$ cat src/rtl/ones_mod4_frame_tx_if.sv
// Handshake and serial-output bundle for ones_mod4_frame_tx.
// chk_ok exists only when ONES_MOD4_SELFCHK_EN is defined.
interface ones_mod4_frame_tx_if #(
  parameter int WIDTH = 8
);
  logic [WIDTH-1:0] in_data;
  logic             in_valid;
  logic             in_ready;
  logic             out;
  logic             out_valid;
  logic             sof;
  logic             eof;
`ifdef ONES_MOD4_SELFCHK_EN
  logic             chk_ok;
`endif

  // master = word source / frame sink, slave = the transmitter
  modport master (
    output in_data, in_valid,
    input  in_ready, out, out_valid, sof, eof
`ifdef ONES_MOD4_SELFCHK_EN
    , input chk_ok
`endif
  );

  modport slave (
    input  in_data, in_valid,
    output in_ready, out, out_valid, sof, eof
`ifdef ONES_MOD4_SELFCHK_EN
    , output chk_ok
`endif
  );
endinterface

$ cat src/rtl/ones_mod4_frame_tx.sv
// Serial frame transmitter: WIDTH data bits MSB-first plus a 3-bit pad making the frame's 1-count 0 mod 4.
// Optional self-check counter and chk_ok output enabled by defining ONES_MOD4_SELFCHK_EN.
module ones_mod4_frame_tx #(
  parameter int WIDTH = 8
) (
  input  logic                  clk,
  input  logic                  rst,
  ones_mod4_frame_tx_if.slave   bus
);

  localparam int IDX_W = $clog2(WIDTH + 4);
  localparam logic [IDX_W-1:0] LAST_DATA = IDX_W'(WIDTH - 1);

  typedef enum logic [1:0] {IDLE, DATA, PAD} state_t;

  state_t           state_q, state_d;
  logic [IDX_W-1:0] idx_q, idx_d;
  logic [1:0]       cnt_q, cnt_d;
  logic [1:0]       pad_q, pad_d;
  logic [WIDTH-1:0] shift_q, shift_d;
  logic             out_q, out_d;
  logic             out_valid_q, out_valid_d;
  logic             sof_q, sof_d;
  logic             eof_q, eof_d;
  logic             in_ready;
  logic             accept;
  logic [1:0]       k;

  // idx counts whichever bit is currently on the output, data or pad
  assign in_ready = (state_q == IDLE) || ((state_q == PAD) && (idx_q == IDX_W'(2)));
  assign accept   = bus.in_valid && in_ready;
  assign k        = 2'd0 - cnt_q;

  always_comb begin
    state_d     = state_q;
    idx_d       = idx_q;
    cnt_d       = cnt_q;
    pad_d       = pad_q;
    shift_d     = shift_q;
    out_d       = 1'b0;
    out_valid_d = 1'b0;
    sof_d       = 1'b0;
    eof_d       = 1'b0;

    case (state_q)
      DATA: begin
        out_valid_d = 1'b1;
        if (idx_q == LAST_DATA) begin
          // cnt already includes the last data bit, so k is final here
          state_d = PAD;
          idx_d   = '0;
          out_d   = (k == 2'd3);
          pad_d   = {k >= 2'd2, k >= 2'd1};
        end else begin
          idx_d   = idx_q + IDX_W'(1);
          out_d   = shift_q[WIDTH-1];
          shift_d = shift_q << 1;
          cnt_d   = cnt_q + 2'(shift_q[WIDTH-1]);
        end
      end
      PAD: begin
        if (idx_q == IDX_W'(0)) begin
          out_valid_d = 1'b1;
          out_d       = pad_q[1];
          idx_d       = IDX_W'(1);
        end else if (idx_q == IDX_W'(1)) begin
          out_valid_d = 1'b1;
          out_d       = pad_q[0];
          eof_d       = 1'b1;
          idx_d       = IDX_W'(2);
        end else begin
          state_d = IDLE;
          idx_d   = '0;
        end
      end
      default: begin
        state_d = IDLE;
      end
    endcase

    // cnt restarts from the first bit, which is counted as it is loaded
    if (accept) begin
      state_d     = DATA;
      idx_d       = '0;
      out_d       = bus.in_data[WIDTH-1];
      out_valid_d = 1'b1;
      sof_d       = 1'b1;
      shift_d     = bus.in_data << 1;
      cnt_d       = 2'(bus.in_data[WIDTH-1]);
    end
  end

  always_ff @(posedge clk or negedge rst) begin
    if (!rst) begin
      state_q     <= IDLE;
      idx_q       <= '0;
      cnt_q       <= '0;
      pad_q       <= '0;
      out_q       <= 1'b0;
      out_valid_q <= 1'b0;
      sof_q       <= 1'b0;
      eof_q       <= 1'b0;
    end else begin
      state_q     <= state_d;
      idx_q       <= idx_d;
      cnt_q       <= cnt_d;
      pad_q       <= pad_d;
      out_q       <= out_d;
      out_valid_q <= out_valid_d;
      sof_q       <= sof_d;
      eof_q       <= eof_d;
    end
  end

  always_ff @(posedge clk) begin
    shift_q <= shift_d;
  end

  assign bus.in_ready  = in_ready;
  assign bus.out       = out_q;
  assign bus.out_valid = out_valid_q;
  assign bus.sof       = sof_q;
  assign bus.eof       = eof_q;

`ifdef ONES_MOD4_SELFCHK_EN
  // Independent count of the bits actually driven, so a fault in cnt/pad shows up
  logic [1:0] chk_cnt_q;
  logic [1:0] chk_sum;
  logic       chk_ok_q;

  assign chk_sum = (sof_q ? 2'd0 : chk_cnt_q) + 2'(out_q);

  always_ff @(posedge clk or negedge rst) begin
    if (!rst) begin
      chk_cnt_q <= '0;
      chk_ok_q  <= 1'b0;
    end else begin
      if (out_valid_q) begin
        chk_cnt_q <= chk_sum;
      end
      chk_ok_q <= eof_q && (chk_sum == 2'd0);
    end
  end

  assign bus.chk_ok = chk_ok_q;
`endif

endmodule

$ cat src/flat_wrapper.sv
// flat-port wrapper written by rule: the top's interface ports become plain ports
module ones_mod4_frame_tx_flat 
#(
  parameter int WIDTH = 8
)
  (clk, rst, bus_in_data, bus_in_valid, bus_in_ready, bus_out, bus_out_valid, bus_sof, bus_eof);
  ones_mod4_frame_tx_if #(.WIDTH(WIDTH)) bus_i ();
  input  logic clk;
  input  logic rst;
  input wire logic [$bits(bus_i.in_data)-1:0] bus_in_data;
  input wire logic [$bits(bus_i.in_valid)-1:0] bus_in_valid;
  output wire logic [$bits(bus_i.in_ready)-1:0] bus_in_ready;
  output wire logic [$bits(bus_i.out)-1:0] bus_out;
  output wire logic [$bits(bus_i.out_valid)-1:0] bus_out_valid;
  output wire logic [$bits(bus_i.sof)-1:0] bus_sof;
  output wire logic [$bits(bus_i.eof)-1:0] bus_eof;
  assign bus_i.in_data = bus_in_data;
  assign bus_i.in_valid = bus_in_valid;
  assign bus_in_ready = bus_i.in_ready;
  assign bus_out = bus_i.out;
  assign bus_out_valid = bus_i.out_valid;
  assign bus_sof = bus_i.sof;
  assign bus_eof = bus_i.eof;
  ones_mod4_frame_tx #(.WIDTH(WIDTH)) u_core (.clk(clk), .rst(rst), .bus(bus_i));
endmodule
$ cat config.mk
export PLATFORM = sky130hd
export DESIGN_NAME = ones_mod4_frame_tx_flat
export DESIGN_NICKNAME = d
export VERILOG_FILES = /design/src/rtl/ones_mod4_frame_tx_if.sv /design/src/rtl/ones_mod4_frame_tx.sv /design/src/flat_wrapper.sv
export SDC_FILE = /design/constraint.sdc
export NUM_CORES = 1
export LEC_CHECK = 0
export ABC_AREA = 1
export CELL_PAD_IN_SITES_DETAIL_PLACEMENT = 1
export CELL_PAD_IN_SITES_GLOBAL_PLACEMENT = 1
export CORE_MARGIN = 4
export CORE_UTILIZATION = 36
export CTS_CLUSTER_DIAMETER = 120
export CTS_CLUSTER_SIZE = 8
export DETAILED_ROUTE_END_ITERATION = 7
export GPL_TIMING_DRIVEN = 1
export PLACE_DENSITY = 0.75
export SETUP_SLACK_MARGIN = 0.4
export SLEW_MARGIN = 10
export SYNTH_ARGS = -nofsm -noshare
export SYNTH_HDL_FRONTEND = slang
export SYNTH_SLANG_ARGS = --single-unit
$ cat constraint.sdc
create_clock -name clk -period 1.8 [get_ports clk]
set_input_delay 0.36 -clock clk [delete_from_list [all_inputs] [get_ports clk]]
set_output_delay 0.36 -clock clk [all_outputs]
set_load 0.02 [all_outputs]
Yosys cells after proc, flatten, opt, wreduce, memory -nomap -nowiden
Index checks and enable logic that the tools add are counted.
- flip-flop bits (word level): 21
- logic and storage cells: 62
- add/sub/neg operators: 3
- order comparisons: 2
- equality and inequality tests: 10
- mux-type cells: 28
- reductions and logical operators: 10
- operators by type and width (operator ; number):
    $mux W8 ; 3
    $mux W2 ; 8
    $mux W4 ; 3
    $mux W1 ; 10
    $pmux W4 S2 ; 1
    $ne A3 B2 Y1 const B ; 2
    $add A4 B1 Y4 const B ; 1
    $eq A2 B2 Y1 const B ; 2
    $eq A4 B1 Y1 const B ; 1
    $eq A4 B2 Y1 const B ; 1
    $eq A4 B3 Y1 const B ; 1
    $logic_not A4 Y1 ; 1
    $pmux W1 S2 ; 2
    $pmux W2 S2 ; 1
    $reduce_and A2 Y1 ; 2
    $ne A3 B1 Y1 const B ; 1
    $reduce_and A3 Y1 ; 1
    $reduce_bool A3 Y1 ; 1
    $add A2 B1 Y2 ; 1
    $eq A2 B1 Y1 const B ; 1
    $ge A2 B1 Y1 const B ; 1
    $ge A2 B2 Y1 const B ; 1
    $logic_and A1 B1 Y1 ; 2
    $logic_not A2 Y1 ; 1
    4 further kinds ; 4

Longest topological paths before layout
Gate-level depths: netlist (run 1).
- depth in word-level cells: 6
- depth in mapped cells: 10
- mapped depth without buffers: 10

Least setup slack after synthesis (run 1)
Ideal clock, no wire load.
- path type: register -> register
- start: register u_core.state_q[0]
- end: register u_core.shift_q[1], enable pin
- library setup time: 323 ps
- arrival: 1420 ps
- required time: 1477 ps
- path slack: 56 ps
- cell stages (with the launch flop): 10
- path through: dfrtp_1 inv_1 ha_1 nand2_1 inv_1 nand2_1 nand2_2 nand2_4 buf_6 nand2_1
- longest elaborated chain between the ends: 6
- elaborated cells between the ends (all ways): 9
- those cells by class: eq/ne: 3; reduce/logical: 6
- RTL lines (element ; RTL line ; text):
    start: declaration ; ones_mod4_frame_tx.sv:16 ; state_t state_q, state_d;
    start signal: assignment ; ones_mod4_frame_tx.sv:104 ; state_q <= state_d;
    $eq A2 B2 Y1 ; ones_mod4_frame_tx.sv:30 ; assign in_ready = (state_q == IDLE) || ((state_q == PAD) && (idx_q == IDX_W'(2)));
    $logic_and A1 B1 Y1 ; ones_mod4_frame_tx.sv:30 ;
    $logic_or A1 B1 Y1 * ; ones_mod4_frame_tx.sv:30 ;
    via bus_in_ready ; flat_wrapper.sv:12 ; output wire logic [$bits(bus_i.in_ready)-1:0] bus_in_ready;
    $logic_and A1 B1 Y1 * ; ones_mod4_frame_tx.sv:31 ; assign accept = bus.in_valid && in_ready;
    $ne A2 B1 Y1 (no line) or $reduce_bool A2 Y1 (tied branches) ; -- ;
    $reduce_and A2 Y1 (no line) * ; -- ;
    end signal: assignment ; ones_mod4_frame_tx.sv:116 ; shift_q <= shift_d;
    end: declaration ; ones_mod4_frame_tx.sv:20 ; logic [WIDTH-1:0] shift_q, shift_d;
Mark *: on every way through the listed nets, which the timed path passes. The rest lies on a longest branch.
A chain may end at the register's enable or synchronous reset.

Worst setup path in the final report (run 1)
- start: register u_core.idx_q[1]
- end: output port bus_in_ready
- longest elaborated chain between the ends: 3
- RTL lines (element ; RTL line ; text):
    start: declaration ; ones_mod4_frame_tx.sv:17 ; logic [IDX_W-1:0] idx_q, idx_d;
    start signal: assignment ; ones_mod4_frame_tx.sv:105 ; idx_q <= idx_d;
    $eq A4 B2 Y1 ; ones_mod4_frame_tx.sv:30 ;
    $logic_and A1 B1 Y1 ; ones_mod4_frame_tx.sv:30 ;
    $logic_or A1 B1 Y1 ; ones_mod4_frame_tx.sv:30 ;
    end: declaration ; flat_wrapper.sv:12 ;
No other way between the ends.

==> flow_metrics.tcl, run 1 <==
set metrics [dict create \
    timing.critical_path.mode_cell "nand2_2" \
    most-common-layout-cells "43 x nand2_1, 14 x dfrtp_1, 13 x buf_4, 11 x inv_1, 10 x clkdlybuf4s50_1" \
    relSlewSlack 0.7133 \
    r2r_slack_ns 0.23 \
    timing.final.setup_violations 0 \
    clock_path_buffers 2 \
    top_usage_layer "met2" \
    maxCapViolCount 0 \
    clkLatencyLatePin_ns 0.31 \
    floorplan.die.height_um 64.79 \
    detail_route.iter0.violations 30 \
    timing_max_transition_violations_final 0 \
    grt_start_max_net_pins 15 \
    clock_tree.root_cell "clkbuf_4" \
    wl_per_cell_um 15.80 \
    tightestPinTransition_ns 0.4287 \
    worst_r2r_endpoint "u_core.idx_q[0]$_DFFE_PN0P_" \
    area_occupied_by_multi_input_gates_um2 725.7 \
    final_worst_clock_skew_ns 0.006180 \
    htreeDepth 1 \
    worst_path_largest_cell_delay_ns 0.46 \
    cts.sink_count 21 \
    total_nets_final 199 \
    grt.total_usage 0.1716 \
    vias 1092 \
    crit_path_top_delay_cell "dfrtp_1" \
    synthesis_warnings 0 \
    timing.reg2reg.worst_path_depth 11 \
    irDropWorstVdd_mv 0.6549 \
    grt-ovfl-total 0 \
    run_status "finished, final reports clean" \
    fmax_mhz 612.4 \
    layoutNonFillerInstCount 221 \
    fillCellCount 366 \
    firstDrtPassIters 4 \
    floorplan.io_pins 16 \
    finalHoldViolations 0 \
    tritoncts "done" \
    grtUsageMet2 0.3129 \
    crit_path_launch_type "register" \
    hp-class "in -> async" \
    layout_commonest_cell "nand2_1" \
    area_growth_syn_to_layout_pct 50.11 \
    crit_end "bus_in_ready" \
    totalPowerFinal_mw 2.471 \
    drive_above_1_share 0.3333 \
    grt_use_met3 0.02426 \
    totalNegativeSetupSlack_ns 0 \
    routed_wirelength_um 3491 \
    ys_ff_latch 21 \
    syn-instance-count 141 \
    crit_chain "ha_4, nand2_2, inv_2, nand2_2, nand2_4, buf_6" \
    core-area_mm2 0.003078 \
    power_density_mw_per_mm2 1418 \
    postLayoutCellArea_mm2 0.001743 \
    detailed_place_hpwl_um 2210 \
    synth.distinct_cells 16 \
    critPathMaxFanout 2 \
    timing.critical_path.required_ns 1.44 \
    syn_avg_cell_area_um2 8.235 \
    gp_routability_congestion 0.8752 \
    detailed_route_drc_error_count 0 \
    grt_setup_unrepaired "yes" \
    cp-end-kind "output pin" \
    fin_crit_ns 1.633 \
    via_per_inst 4.941 \
    placementRows 20 \
    antenna_cells_inserted 0 \
    ys_seq_area_frac 0.4828 \
    postSynthNetCount 162 \
    grtUsageMet1 0.1941 \
    die_width_um 64.79 \
    initial_utilization 0.3772 \
    worst_r2r_startpoint "u_core.idx_q[0]$_DFFE_PN0P_" \
    clock_slew_at_reported_path_ffs_ns 0.12 \
    placement.io_buffers 15 \
    timing_worst_setup_path_type "reg -> out" \
    grt_first_pass_wirelength_um 5471 \
    crit_start "u_core.idx_q[1]$_DFFE_PN0P_" \
    critPathArrivalTime_ns 1.27 \
    syn_std_cell_area_mm2 0.001161 \
    finalCritPeriodShare 0.9071 \
    first_global_vias 1198 \
    seq_area_um2 560.5 \
    post-place-cells 208 \
    instance_area_after_placement_mm2 0.001443 \
    numCtsBuffers 3 \
    drt.antenna.violating_nets 0 \
    antenna_found_initial 0 \
    die-area_mm2 0.004198 \
    p_leak_nw 0.8103 \
]
-- sequential cells by signal, summed over array words and instances (netlist names) --
name                  flops
u_core.bus.sof            1
u_core.cnt_q              2
u_core.state_q            2
u_core.idx_q              4
u_core.pad_q              2
u_core.bus.out_valid      1
u_core.bus.eof            1
u_core.bus.out            1
u_core.shift_q            7
-- cells by family (layout without fill, tap and decap cells) --
logic type	Yosys count	after routing	synth area share
compound gates	13	13	0.06142
buf+inv	21	56	0.07435
simple gates	76	77	0.2737
fa+ha+maj	10	10	0.1078
flops	21	21	0.4828
-- metrics by stage --
| step | worst slack, ns | hold slack, ns | utilization |
|---|---|---|---|
| after floorplan | 0.2462 | 0.06441 | - |
| after global placement | 0.03658 | 0.4956 | 0.4687 |
| after detailed placement | 0.003253 | 0.4926 | 0.4687 |
| after CTS | 0.1665 | 0.3528 | 0.5280 |
| after global routing | 0.1122 | 0.3531 | 0.5663 |
| final | 0.1672 | 0.3538 | 0.5663 |
-- cells in the mapped netlist, drive strengths merged --
cell type   n  area (um^2)
a21oi       4        23.77
edfxtp      7        210.2
o21a        1        7.510
dfrtp      14        350.3
buf         1        11.26
nand4       3        18.77
ha         10        125.1
nor2        7        26.28
nand2      54        212.7
inv        20        75.07
nand3      12        60.06
o21ai       8        40.04
-- worst min-delay path by stage --
stage | slack [ns] | start | to
2_1_floorplan | 0.06 | rst | u_core.bus.eof$_DFF_PN0_
3_3_place_gp | 0.50 | u_core.pad_q[0]$_DFFE_PN0P_ | u_core.pad_q[0]$_DFFE_PN0P_
3_5_place_dp | 0.49 | u_core.pad_q[0]$_DFFE_PN0P_ | u_core.pad_q[0]$_DFFE_PN0P_
4_1_cts | 0.35 | rst | u_core.idx_q[3]$_DFFE_PN0P_
5_1_grt | 0.35 | rst | u_core.idx_q[2]$_DFFE_PN0P_
6_report | 0.35 | rst | u_core.pad_q[1]$_DFFE_PN0P_
-- critical path, delay by kind of cell, from the launching register on --
kind                       cells  cell delay (ns)
adders and majority gates      1             0.19
DFF                            1             0.46
buffers and inverters          2             0.15
and+or+nand+nor                3             0.17
-- final cells by class --
class                      count  share of cell area
tap                           44             0.03159
sequential                    21              0.3216
inverter                      20             0.04738
clock buffer                   4             0.01508
multi-input combinational    100              0.4164
timing repair buffer          32              0.1680
-- metal layers --
| metal | wire length, um | share of wire | up-vias |
|---|---|---|---|
| li1 | - | - | 522 |
| met1 | 1420 | 0.41 | 540 |
| met2 | 1898 | 0.54 | 22 |
| met3 | 87 | 0.025 | 8 |
| met4 | 85 | 0.024 | 0 |
| met5 | 0 | 0 | - |
-- repair_timing --
action	CTS	global route
buffers inserted	4	4
gates cloned	1	0
pin swaps	7	9
gates resized for setup	42	27
endpoints found under the setup margin	31	29
hold endpoints to repair	0	0
hold buffers	0	0
-- power breakdown --
group	switching, mW	leakage [nW]	internal [mW]
Combinational	0.838	0.539	0.600
Sequential	0.0905	0.256	0.707
Clock	0.149	0.0150	0.0865
Total	1.08	0.810	1.39
(Power assumes the default switching activity.)
==> run 2, diff against run 1 <==
- SLEW_MARGIN: 10 -> not set
==> results of run 2 <==
The final DEF is identical to that of run 1; final timing and power are the same.
==> run 3, diff against run 2 <==
- CTS_CLUSTER_DIAMETER: 120 -> 200
==> results of run 3 <==
The final DEF is identical to that of run 1; final timing and power are the same.
==> patch: new RTL, flow settings as in run 2 <==
`WIDTH` is set to 8 in 3 places; all go to 16.
--- a/src/rtl/ones_mod4_frame_tx_if.sv
+++ b/src/rtl/ones_mod4_frame_tx_if.sv
@@ -1,7 +1,7 @@
 // Handshake and serial-output bundle for ones_mod4_frame_tx.
 // chk_ok exists only when ONES_MOD4_SELFCHK_EN is defined.
 interface ones_mod4_frame_tx_if #(
-  parameter int WIDTH = 8
+  parameter int WIDTH = 16
 );
   logic [WIDTH-1:0] in_data;
   logic             in_valid;
--- a/src/rtl/ones_mod4_frame_tx.sv
+++ b/src/rtl/ones_mod4_frame_tx.sv
@@ -1,7 +1,7 @@
 // Serial frame transmitter: WIDTH data bits MSB-first plus a 3-bit pad making the frame's 1-count 0 mod 4.
 // Optional self-check counter and chk_ok output enabled by defining ONES_MOD4_SELFCHK_EN.
 module ones_mod4_frame_tx #(
-  parameter int WIDTH = 8
+  parameter int WIDTH = 16
 ) (
   input  logic                  clk,
   input  logic                  rst,
--- a/src/flat_wrapper.sv
+++ b/src/flat_wrapper.sv
@@ -1,7 +1,7 @@
 // flat-port wrapper written by rule: the top's interface ports become plain ports
 module ones_mod4_frame_tx_flat 
 #(
-  parameter int WIDTH = 8
+  parameter int WIDTH = 16
 )
   (clk, rst, bus_in_data, bus_in_valid, bus_in_ready, bus_out, bus_out_valid, bus_sof, bus_eof);
   ones_mod4_frame_tx_if #(.WIDTH(WIDTH)) bus_i ();
Interface: changed (resized bus_in_data); port bits go from 16 to 24. No check against the original RTL was run, so the function may have changed too.
==> patch against run 2 <==
Wire length rose by 57%; core utilization grew 3.5 points; power up 48%; synthesized area is 36% higher; cell count grew 32%; sequential share of layout area up 1.3 points; die area up 32%; critical path depth unchanged; design area rose by 42%; largest cell class unchanged; sequential cell count grew 9; combinational power up 32%; setup slack worse by 0.029 ns; largest power group unchanged.
==> patch: results (changes against run 2) <==
The run finished with clean final reports. The maximum vdd ir drop came out at 0.605 mV (-7.6%). The half-perimeter wire length of the detailed placement result is 3.06 mm (+39%), and the filler cell count in the final layout is 459 (+25%). The largest driver fanout on the critical path is 3 (+1). Most common flop cell mapped by yosys: sky130_fd_sc_hd__edfxtp_1.

The layout cell share with drive strength beyond 1 is 39.8% (+6.5 points). The count of input and output buffers is 23 (+8), and the number of CTS-inserted buffers is 5 (+2). The average wire per cell in the routed design came out at 18.8 µm (+19%).

The run gives 1.30 ns (+0.03 ns) as the data arrival time of the critical path. The tools report the slack of the worst reg-to-reg path as 0.17 ns (-0.06 ns). By count the netlist is led by 68 x sky130_fd_sc_hd__nand2_1, 20 x sky130_fd_sc_hd__inv_1, 15 x sky130_fd_sc_hd__dfrtp_1, 15 x sky130_fd_sc_hd__edfxtp_1, 15 x sky130_fd_sc_hd__nor2_1. The run gives 269 (+35%) as the layout net count. The DRC marker count from the first detailed-route iteration is 84 (+180%). The logs give 1.11 nW (+37%) for the leakage power total and 21 (+5) for the number of library cell types mapped by synthesis. In the post-synthesis netlist, the biggest area contributors are sky130_fd_sc_hd__edfxtp_1 28%, sky130_fd_sc_hd__dfrtp_1 24%, sky130_fd_sc_hd__nand2_1 16%. The slew of the pin with the lowest slew margin was 0.611 ns (+0.183 ns); the global-route total usage across every layer was 20.2% (+3.0 points). The largest registers in the layout are u_core.shift_q (15), u_core.idx_q (5). The first-pass GRT wire length was 8.06 mm (+47%). Depth of the worst register-to-register path: 7 (-4). On the critical path, the stage with the largest delay is an instance of sky130_fd_sc_hd__dfrtp_2.

The instance count of the mapped netlist was 180 (+28%); the buffers inserted during post-CTS setup optimization was 9 (+5). The logs give 0.29 ns (-0.02 ns) for the clock network latency to the later pin of the worst-skew pair and 0.00807 ns (+0.00189 ns) for the worst setup skew after layout. The tools report the critical register-to-register path startpoint as u_core.state_q[0].
## patch: cells by family after synthesis
family | share of synthesized area (%)
compound gates | 4.03
xor+xnor | 0.553
fa+ha+maj | 7.91
buf+inv | 6.88
flops | 52.2
simple gates | 28.5
## patch: per-layer routing
| layer | wire (µm) | vias up | global-route usage, % |
|---|---|---|---|
| met5 | 0 | - | 0 |
| met4 | 162 | 0 | 9.88 |
| met3 | 178 | 17 | 5.54 |
| met2 | 3010 | 29 | 37.1 |
| met1 | 2120 | 729 | 21.1 |
| li1 | - | 696 | - |
## patch: power breakdown
group	total, mW	switching, mW	internal, mW
clock network	0.536	0.262	0.274
logic	1.90	1.10	0.803
registers	1.21	0.136	1.08
total	3.65	1.50	2.15
## patch: layout make-up
cell class / instances / area share [%]
Clock buffer: 8 / 3.23
Inverter: 21 / 3.69
Multi-Input combinational cell: 130 / 38.4
Sequential cell: 30 / 33.5
Tap cell: 50 / 2.53
Timing Repair Buffer: 52 / 18.7
